`src/rtl/lfsr_seg_gen_if.sv`:
```
// Handshake bundle between the board I/O (switches, button, seed) and the LFSR generator.
// The generator sits on the slave side; the board or bench drives the master side.
interface lfsr_seg_gen_if #(
    parameter int WIDTH = 16
);
    localparam int NDIG = WIDTH / 4;

    logic                  en;
    logic                  mode;
    logic                  step;
    logic                  load;
    logic [WIDTH-1:0]      seed_in;
    logic [WIDTH-1:0]      random_num;
    logic [8*NDIG-1:0]     hex;
    logic                  lockup;
    logic                  wrap;

    modport master (
        output en, mode, step, load, seed_in,
        input  random_num, hex, lockup, wrap
    );

    modport slave (
        input  en, mode, step, load, seed_in,
        output random_num, hex, lockup, wrap
    );
endinterface

```
`src/rtl/lfsr_seg_gen.sv`:
```
// Fibonacci LFSR with prescaled free-run or button single-step advance, seed load,
// zero-state recovery, period-wrap pulse and active-low 7-segment decode of every nibble.
module lfsr_seg_gen #(
    parameter int               WIDTH    = 16,
    parameter logic [WIDTH-1:0] TAPS     = WIDTH'(16'h002D),
    parameter int               SEED     = 1,
    parameter int               PRESCALE = 0
) (
    input  logic             clk,
    input  logic             rst,
    lfsr_seg_gen_if.slave    bus
);
    localparam int               NDIG   = WIDTH / 4;
    localparam logic [15:0]      PS     = 16'(PRESCALE);
    localparam logic [WIDTH-1:0] SEED_V = WIDTH'(SEED);

    function automatic logic [7:0] seg_decode(input logic [3:0] nib);
        case (nib)
            4'h0: seg_decode = 8'h03;
            4'h1: seg_decode = 8'h9F;
            4'h2: seg_decode = 8'h25;
            4'h3: seg_decode = 8'h0D;
            4'h4: seg_decode = 8'h99;
            4'h5: seg_decode = 8'h49;
            4'h6: seg_decode = 8'h41;
            4'h7: seg_decode = 8'h1F;
            4'h8: seg_decode = 8'h01;
            4'h9: seg_decode = 8'h09;
            4'hA: seg_decode = 8'h11;
            4'hB: seg_decode = 8'hC1;
            4'hC: seg_decode = 8'h63;
            4'hD: seg_decode = 8'h85;
            4'hE: seg_decode = 8'h61;
            4'hF: seg_decode = 8'h71;
            default: seg_decode = 8'hFD;
        endcase
    endfunction

    logic [WIDTH-1:0] r_state;
    logic [15:0]      r_cnt;
    logic             r_s1, r_s2, r_s3;
    logic             r_started, r_armed;
    logic             r_mode_q;
    logic             r_lockup, r_wrap;

    logic             w_mode_chg;
    logic [15:0]      w_cnt_eff;
    logic             w_step_edge;
    logic             w_tick;
    logic             w_fb;
    logic [WIDTH-1:0] w_next;

    // A mode change restarts the prescaler in the same cycle it is seen.
    assign w_mode_chg  = bus.mode ^ r_mode_q;
    assign w_cnt_eff   = w_mode_chg ? 16'd0 : r_cnt;
    // r_armed blocks a press that was already held when reset released.
    assign w_step_edge = bus.mode & r_armed & r_s2 & ~r_s3;
    assign w_tick      = bus.mode ? w_step_edge : (w_cnt_eff == PS);
    assign w_fb        = ^(r_state & TAPS);
    assign w_next      = {w_fb, r_state[WIDTH-1:1]};

    always_ff @(posedge clk or posedge rst) begin
        if (rst) begin
            r_state   <= SEED_V;
            r_cnt     <= '0;
            r_s1      <= 1'b0;
            r_s2      <= 1'b0;
            r_s3      <= 1'b0;
            r_started <= 1'b0;
            r_armed   <= 1'b0;
            r_mode_q  <= 1'b0;
            r_lockup  <= 1'b0;
            r_wrap    <= 1'b0;
        end else begin
            r_s1      <= bus.step;
            r_s2      <= r_s1;
            // In free-run mode s3 tracks s1 so a held button leaves no pending edge.
            r_s3      <= bus.mode ? r_s2 : r_s1;
            r_started <= 1'b1;
            if (r_started && !r_s1)
                r_armed <= 1'b1;
            r_mode_q  <= bus.mode;
            r_lockup  <= 1'b0;
            r_wrap    <= 1'b0;

            if (bus.load) begin
                r_cnt <= '0;
                if (bus.seed_in == '0) begin
                    r_state  <= SEED_V;
                    r_lockup <= 1'b1;
                end else begin
                    r_state  <= bus.seed_in;
                end
            end else if (bus.en) begin
                if (bus.mode || (w_cnt_eff == PS))
                    r_cnt <= '0;
                else
                    r_cnt <= 16'(w_cnt_eff + 16'd1);

                if (w_tick) begin
                    if (r_state == '0) begin
                        r_state  <= SEED_V;
                        r_lockup <= 1'b1;
                    end else begin
                        r_state  <= w_next;
                        r_wrap   <= (w_next == SEED_V);
                    end
                end
            end else if (w_mode_chg) begin
                r_cnt <= '0;
            end
        end
    end

    assign bus.random_num = r_state;
    assign bus.lockup     = r_lockup;
    assign bus.wrap       = r_wrap;

    always_comb begin
        bus.hex = '0;
        for (int k = 0; k < NDIG; k++)
            bus.hex[8*k +: 8] = seg_decode(r_state[4*k +: 4]);
    end
endmodule

```
`src/flat_wrapper.sv`:
```
// flat-port wrapper written by rule: the top's interface ports become plain ports
module lfsr_seg_gen_flat 
#(
    parameter int               WIDTH    = 16,
    parameter logic [WIDTH-1:0] TAPS     = WIDTH'(16'h002D),
    parameter int               SEED     = 1,
    parameter int               PRESCALE = 0
)
  (clk, rst, bus_en, bus_mode, bus_step, bus_load, bus_seed_in, bus_random_num, bus_hex, bus_lockup, bus_wrap);
  lfsr_seg_gen_if #(.WIDTH(WIDTH)) bus_i ();
  input  logic clk;
  input  logic rst;
  input wire logic [$bits(bus_i.en)-1:0] bus_en;
  input wire logic [$bits(bus_i.mode)-1:0] bus_mode;
  input wire logic [$bits(bus_i.step)-1:0] bus_step;
  input wire logic [$bits(bus_i.load)-1:0] bus_load;
  input wire logic [$bits(bus_i.seed_in)-1:0] bus_seed_in;
  output wire logic [$bits(bus_i.random_num)-1:0] bus_random_num;
  output wire logic [$bits(bus_i.hex)-1:0] bus_hex;
  output wire logic [$bits(bus_i.lockup)-1:0] bus_lockup;
  output wire logic [$bits(bus_i.wrap)-1:0] bus_wrap;
  assign bus_i.en = bus_en;
  assign bus_i.mode = bus_mode;
  assign bus_i.step = bus_step;
  assign bus_i.load = bus_load;
  assign bus_i.seed_in = bus_seed_in;
  assign bus_random_num = bus_i.random_num;
  assign bus_hex = bus_i.hex;
  assign bus_lockup = bus_i.lockup;
  assign bus_wrap = bus_i.wrap;
  lfsr_seg_gen #(.WIDTH(WIDTH), .TAPS(TAPS), .SEED(SEED), .PRESCALE(PRESCALE)) u_core (.clk(clk), .rst(rst), .bus(bus_i));
endmodule
```
`config.mk`:
```
export PLATFORM = sky130hd
export DESIGN_NAME = lfsr_seg_gen_flat
export DESIGN_NICKNAME = d
export VERILOG_FILES = /design/src/rtl/lfsr_seg_gen_if.sv /design/src/rtl/lfsr_seg_gen.sv /design/src/flat_wrapper.sv
export SDC_FILE = /design/constraint.sdc
export NUM_CORES = 1
export LEC_CHECK = 0
export BUFFER_PORTS_ARGS = -buffer_cell sky130_fd_sc_hd__buf_4
export CORE_AREA = 2 2 79 81
export DETAILED_ROUTE_END_ITERATION = 10
export DIE_AREA = 0 0 81 83
export PLACE_DENSITY = 0.78
export SLEW_MARGIN = 10
export SYNTH_ARGS = -nofsm -noshare
export SYNTH_HDL_FRONTEND = slang
export SYNTH_SLANG_ARGS = --single-unit
```
`constraint.sdc`:
```
create_clock -name clk -period 2.7 [get_ports clk]
set_input_delay 0.54 -clock clk [delete_from_list [all_inputs] [get_ports clk]]
set_output_delay 0.54 -clock clk [all_outputs]
set_load 0.02 [all_outputs]
```
# Word-level counts from Yosys, hierarchy flattened
# Memories as Yosys holds them, arrays and structs flattened.
# Index checks and enable logic that the tools add are counted.
op_classes:
  n_eq_ne: 1
  reduce_logical: 10
  n_mux: 20
  add_sub_neg: 1
  n_bitwise: 5
op_table:
  columns: ["cell", "n"]
  rows:
  - ["2-to-1 mux 16 bit", 9]
  - ["logical NOT 16 bit", 3]
  - ["adder 16 x 1 -> 16 bit (second input constant)", 1]
  - ["== test 16 x 1 -> 1 bit (second input constant)", 1]
  - ["parity 16 bit", 1]
  - ["2-to-1 mux 1 bit", 11]
  - ["nonzero test 2 bit", 2]
  - ["AND 1 bit", 3]
  - ["AND reduction 2 bit", 1]
  - ["logical AND 1 bit", 1]
  - ["logical NOT 1 bit", 1]
  - ["logical OR 1 bit", 1]
  - ["NOT 1 bit", 1]
  - ["bitwise XOR 1 bit", 1]
totals:
  n_memories: 4
  inputBits: 22
  romBits: 448
  output_inout_bits: 50
  ff_bits: 40
memory_table:
  columns: ["name", "depth", "word_bits", "read_ports", "rd_clocked_by_memory_dff", "wr", "line_no", "text"]
  rows:
  - ["(no name shown)", 16, 7, 1, 0, 0, "lfsr_seg_gen.sv:18", "case (nib)"]
  - ["(no name shown)", 16, 7, 1, 0, 0, "lfsr_seg_gen.sv:18", null]
  - ["(no name shown)", 16, 7, 1, 0, 0, "lfsr_seg_gen.sv:18", null]
  - ["(no name shown)", 16, 7, 1, 0, 0, "lfsr_seg_gen.sv:18", null]

# Depth between registers and ports, before layout
logic_depth:
  ltp_word: 7
  ltp_mapped: 10

# Worst setup path before layout
# No wires, ideal clock.
synth_timing:
  kind: "input port to flip-flop"
  startpoint: "input port bus_mode"
  endpoint: "register u_core.r_state[0], in the netlist u_core.bus.random_num[0]"
  path_stages: 9
  slack_ns: 0.161
  arrival_time_ns: 2.454
  t_required_ns: 2.615
  path_cell_list: "buf_4 > xnor2_1 > clkbuf_1 > nand2_1 > ha_1 > nand2_1 > o31ai_4 > nor2_1 > mux2_1"
synth_via:
  elab_chain_cells: 6
  word_cells_on_any_way: 9
synth_lines:
  columns: ["item", "line_no", "text"]
  rows:
  - ["from (decl)", "flat_wrapper.sv:14", "input wire logic [$bits(bus_i.mode)-1:0] bus_mode;"]
  - ["bitwise XOR 1 bit / AND 1 bit (equally long branches)", "lfsr_seg_gen.sv:54, lfsr_seg_gen.sv:57", null]
  - ["2-to-1 mux 16 bit / AND 1 bit (equally long branches)", null, null]
  - ["logical NOT 16 bit / AND 1 bit (equally long branches)", "lfsr_seg_gen.sv:58, lfsr_seg_gen.sv:57", null]
  - ["2-to-1 mux 1 bit *", "lfsr_seg_gen.sv:58", "assign w_tick = bus.mode ? w_step_edge : (w_cnt_eff == PS);"]
  - ["nonzero test 2 bit (no line) *", null, null]
  - ["AND reduction 2 bit (no line) *", null, null]
  - ["to (signal assigned)", "lfsr_seg_gen.sv:92", "r_state <= bus.seed_in;"]
  - ["to (signal assigned)", "lfsr_seg_gen.sv:105", "r_state <= w_next;"]
  - ["to (decl)", "lfsr_seg_gen.sv:39", "logic [WIDTH-1:0] r_state;"]
# Every way passes the cells marked *; elsewhere a longest branch is shown, timed or not.
# A chain may end at the register's enable or synchronous reset.

# Final worst setup path
layout_timing:
  startpoint: "register u_core.r_state[0], in the netlist u_core.bus.random_num[0]"
  endpoint: "output port bus_hex[4]"
layout_via:
  elab_chain_cells: 1
layout_lines:
  columns: ["item", "line_no", "text"]
  rows:
  - ["memory read (16 x 7 bit)", null, null]
  - ["to (decl)", "flat_wrapper.sv:19", "output wire logic [$bits(bus_i.hex)-1:0] bus_hex;"]
# Every way passes these cells.

==> impl_metrics.tcl <==
set metrics [dict create \
    cp.arrival_ns 2.01 \
    post_cts_buffers 0 \
    rsz0062_at_grt "no" \
    cts_buffers 5 \
    core_mm2 0.00582 \
    p_leak_nw 1.69 \
    synthTopCellsByCount "39 x dfrtp_1, 32 x nor2_1, 27 x a21oi_1" \
    p_comb_share_pct 42.5 \
    detail_route.vias_per_cell 5.72 \
    yosys.area.top_type "dfrtp_1" \
    drive_gt1_share_pct 25.8 \
    final-hold-violation-count 0 \
    synthCells 341 \
    postPlaceCellArea_mm2 0.00364 \
    yosys_warnings 0 \
    synth_xor_area_share_pct 4.61 \
    drc 0 \
    pre_cts_ws_ns 0.237 \
    synthAdderAreaFrac_pct 9.88 \
    power_frac_clock_pct 19.9 \
    ys.flop_type "dfrtp_1" \
    timing.rr.end "u_core.bus.lockup$_DFF_PP0_" \
    ir_drop_uv 261 \
    hpwl_mm 5.65 \
    grt_pass1_wl_mm 12.8 \
    postRouteAntennaNets 0 \
    hold_path.class "input port to register" \
    synth_top_family_by_area "simple AND/OR/NAND/NOR gates" \
    yosysMostFrequentCell "dfrtp_1" \
    final_area_mm2 0.00372 \
    finalCritPeriodShare_pct 94.4 \
    grt_overflow 0 \
    firstDrtPassIters 4 \
    yosys.area.top_type_share_pct 32.1 \
    area_growth_pct 22.3 \
    die_y_um 83 \
    fin_ws_ns 0.152 \
    p_per_area_mw_per_mm2 511 \
    route.vias.total 2780 \
    min_period_ns 2.55 \
    rows 28 \
    wl_per_cell_um 15.4 \
    crit_required_ns 2.16 \
    synth_mux_area_share_pct 5.97 \
    cp_max_fo 7 \
    place.port_buffers 67 \
    final_nets 457 \
    synth-simple-area-share_pct 23.8 \
    worstSetupStartpointType "register" \
    initial_core_util_pct 52.2 \
    drtIter0Drc 129 \
    skew_ns 0.00799 \
    fin_tns_setup_ns 0 \
    ioPinCount 72 \
    synth-seq-cells 40 \
    clk_latency_ns 0.29 \
    clk_pin_slew_ns 0.07 \
    postCtsHoldBufs 0 \
    htreeDepth 2 \
    postSynth.asyncResetShare_pct 100 \
    crit_start "u_core.bus.random_num[0]$_DFFE_PP1P_" \
    grt_usage_pct 23.7 \
    r2r_setup_slack_ns 0.53 \
    die_area_mm2 0.00672 \
    grt_max_degree 41 \
    reg2regPathDepth 7 \
    layout.cells.non_filler 486 \
    p_seq_share_pct 37.6 \
    grt_pass1_vias 2727 \
    diodes 0 \
    end_kind "primary output" \
    drv_cap 0 \
    fp.dieW_um 81 \
    synth_area_leaders "dfrtp_1 32%, ha_1 9.9%, a21oi_1 4.4%, nor2_1 4.0%, xnor2_1 3.5%" \
    dp.cells 479 \
    wl_mm 7.48 \
    synth_edf_count 0 \
    netSwitchingFraction_pct 38.6 \
    synth_cell_type_count 50 \
    antenna_found_initial 0 \
    cp-endpoint "bus_hex[4]" \
    ys_seq_area_share_pct 33.0 \
    synth_compound_area_share_pct 16.7 \
    reg2reg_from "u_core.r_mode_q$_DFF_PP0_" \
    cts_tree "done" \
    clockBufferDepth 2 \
    cts_resized 0 \
    power_switching_mw 0.733 \
    path_class "register to primary output" \
    synth_area_mm2 0.00304 \
    finalSetupViolCount 0 \
    max_clock_freq_mhz 392 \
    relSlewSlack_pct 58.4 \
    slew_viol_final 0 \
    avgSynthCellArea_um2 8.91 \
    power.internal_mw 1.17 \
    tightest_slew_ns 0.624 \
    outcome "finished clean" \
    gp_congestion 0.834 \
    root_buffer "clkbuf_8" \
    clkSinkCount 40 \
]
## worst max-delay path: stages, from the launching register on
cell and delay, ns:
dfstp_2 0.60, inv_1 0.14, ha_1 0.33, inv_1 0.04, mux4_2 0.44, buf_4 0.17
## cells by family after synthesis
kind of cell | after synthesis
flops | 40
other cells | 1
mux | 13
buf+inv | 43
compound gates | 72
simple gates | 132
fa+ha+maj | 24
xor+xnor | 16
## metal layers
metal	track usage, %	share of wire, %	vias to the layer above
li1	-	-	1343
met1	30.4	44	1360
met2	40.3	50	70
met3	5.33	4.7	7
met4	5.08	1.2	0
met5	0	0	-
## power by group through the flow
stage                     combinational, mW  sequential [mW]  clock, mW
after detailed placement              0.807            0.725          0
after global placement                0.795            0.722          0
after CTS                             0.811            0.714      0.382
after global routing                  0.874            0.723      0.410
after floorplan                       0.492            0.726          0
final                                 0.806            0.715      0.378
## state kept, by name (all words and copies together) (netlist names)
register	cells
u_core.r_armed	1
u_core.r_cnt	16
u_core.bus.lockup	1
u_core.r_s1	1
u_core.bus.random_num	16
u_core.r_started	1
u_core.bus.wrap	1
u_core.r_s2	1
u_core.r_mode_q	1
u_core.r_s3	1
## metrics by stage
stage,total power [mW],hold slack (ns),util [%]
floorplan,1.22,0.354,-
global placement,1.52,0.359,62.6
detailed placement,1.53,0.380,62.6
CTS,1.91,0.348,63.9
global route,2.01,0.340,63.9
finish,1.90,0.352,63.9
## cell type report
cell class | count | area (µm²)
Timing Repair Buffer | 77 | 578
Fill cell | 508 | 2100
Sequential cell | 40 | 1000
Tap cell | 75 | 93.8
Clock buffer | 6 | 72.6
Multi-Input combinational cell | 262 | 1870
Inverter | 25 | 93.8
Clock inverter | 1 | 5.00
## cell usage in the layout (no fill, tap or decap), types with 8 or more instances in the layout
cell and instances:
nor3_1 8, nor2_1 32, ha_1 24, xnor2_1 12, a21oi_1 27, o21ai_1 9, nand2_1 25, a221o_1 9
mux2i_1 8, dfrtp_1 39, buf_4 77, nand3_1 9, nor2b_1 13, inv_1 20
## worst min-delay path by stage
stage | cells past startpoint | slack (ns) | startpoint | to
3_3_place_gp | 0 | 0.36 | u_core.r_s1$_DFF_PP0_ | u_core.r_s2$_DFF_PP0_
3_5_place_dp | 0 | 0.38 | u_core.r_s1$_DFF_PP0_ | u_core.r_s2$_DFF_PP0_
6_report | 1 | 0.35 | bus_step | u_core.r_s1$_DFF_PP0_
4_1_cts | 1 | 0.35 | bus_step | u_core.r_s1$_DFF_PP0_
2_1_floorplan | 0 | 0.35 | u_core.r_s1$_DFF_PP0_ | u_core.r_s2$_DFF_PP0_
5_1_grt | 1 | 0.34 | bus_step | u_core.r_s1$_DFF_PP0_
Power figures use the tool's default switching activity.
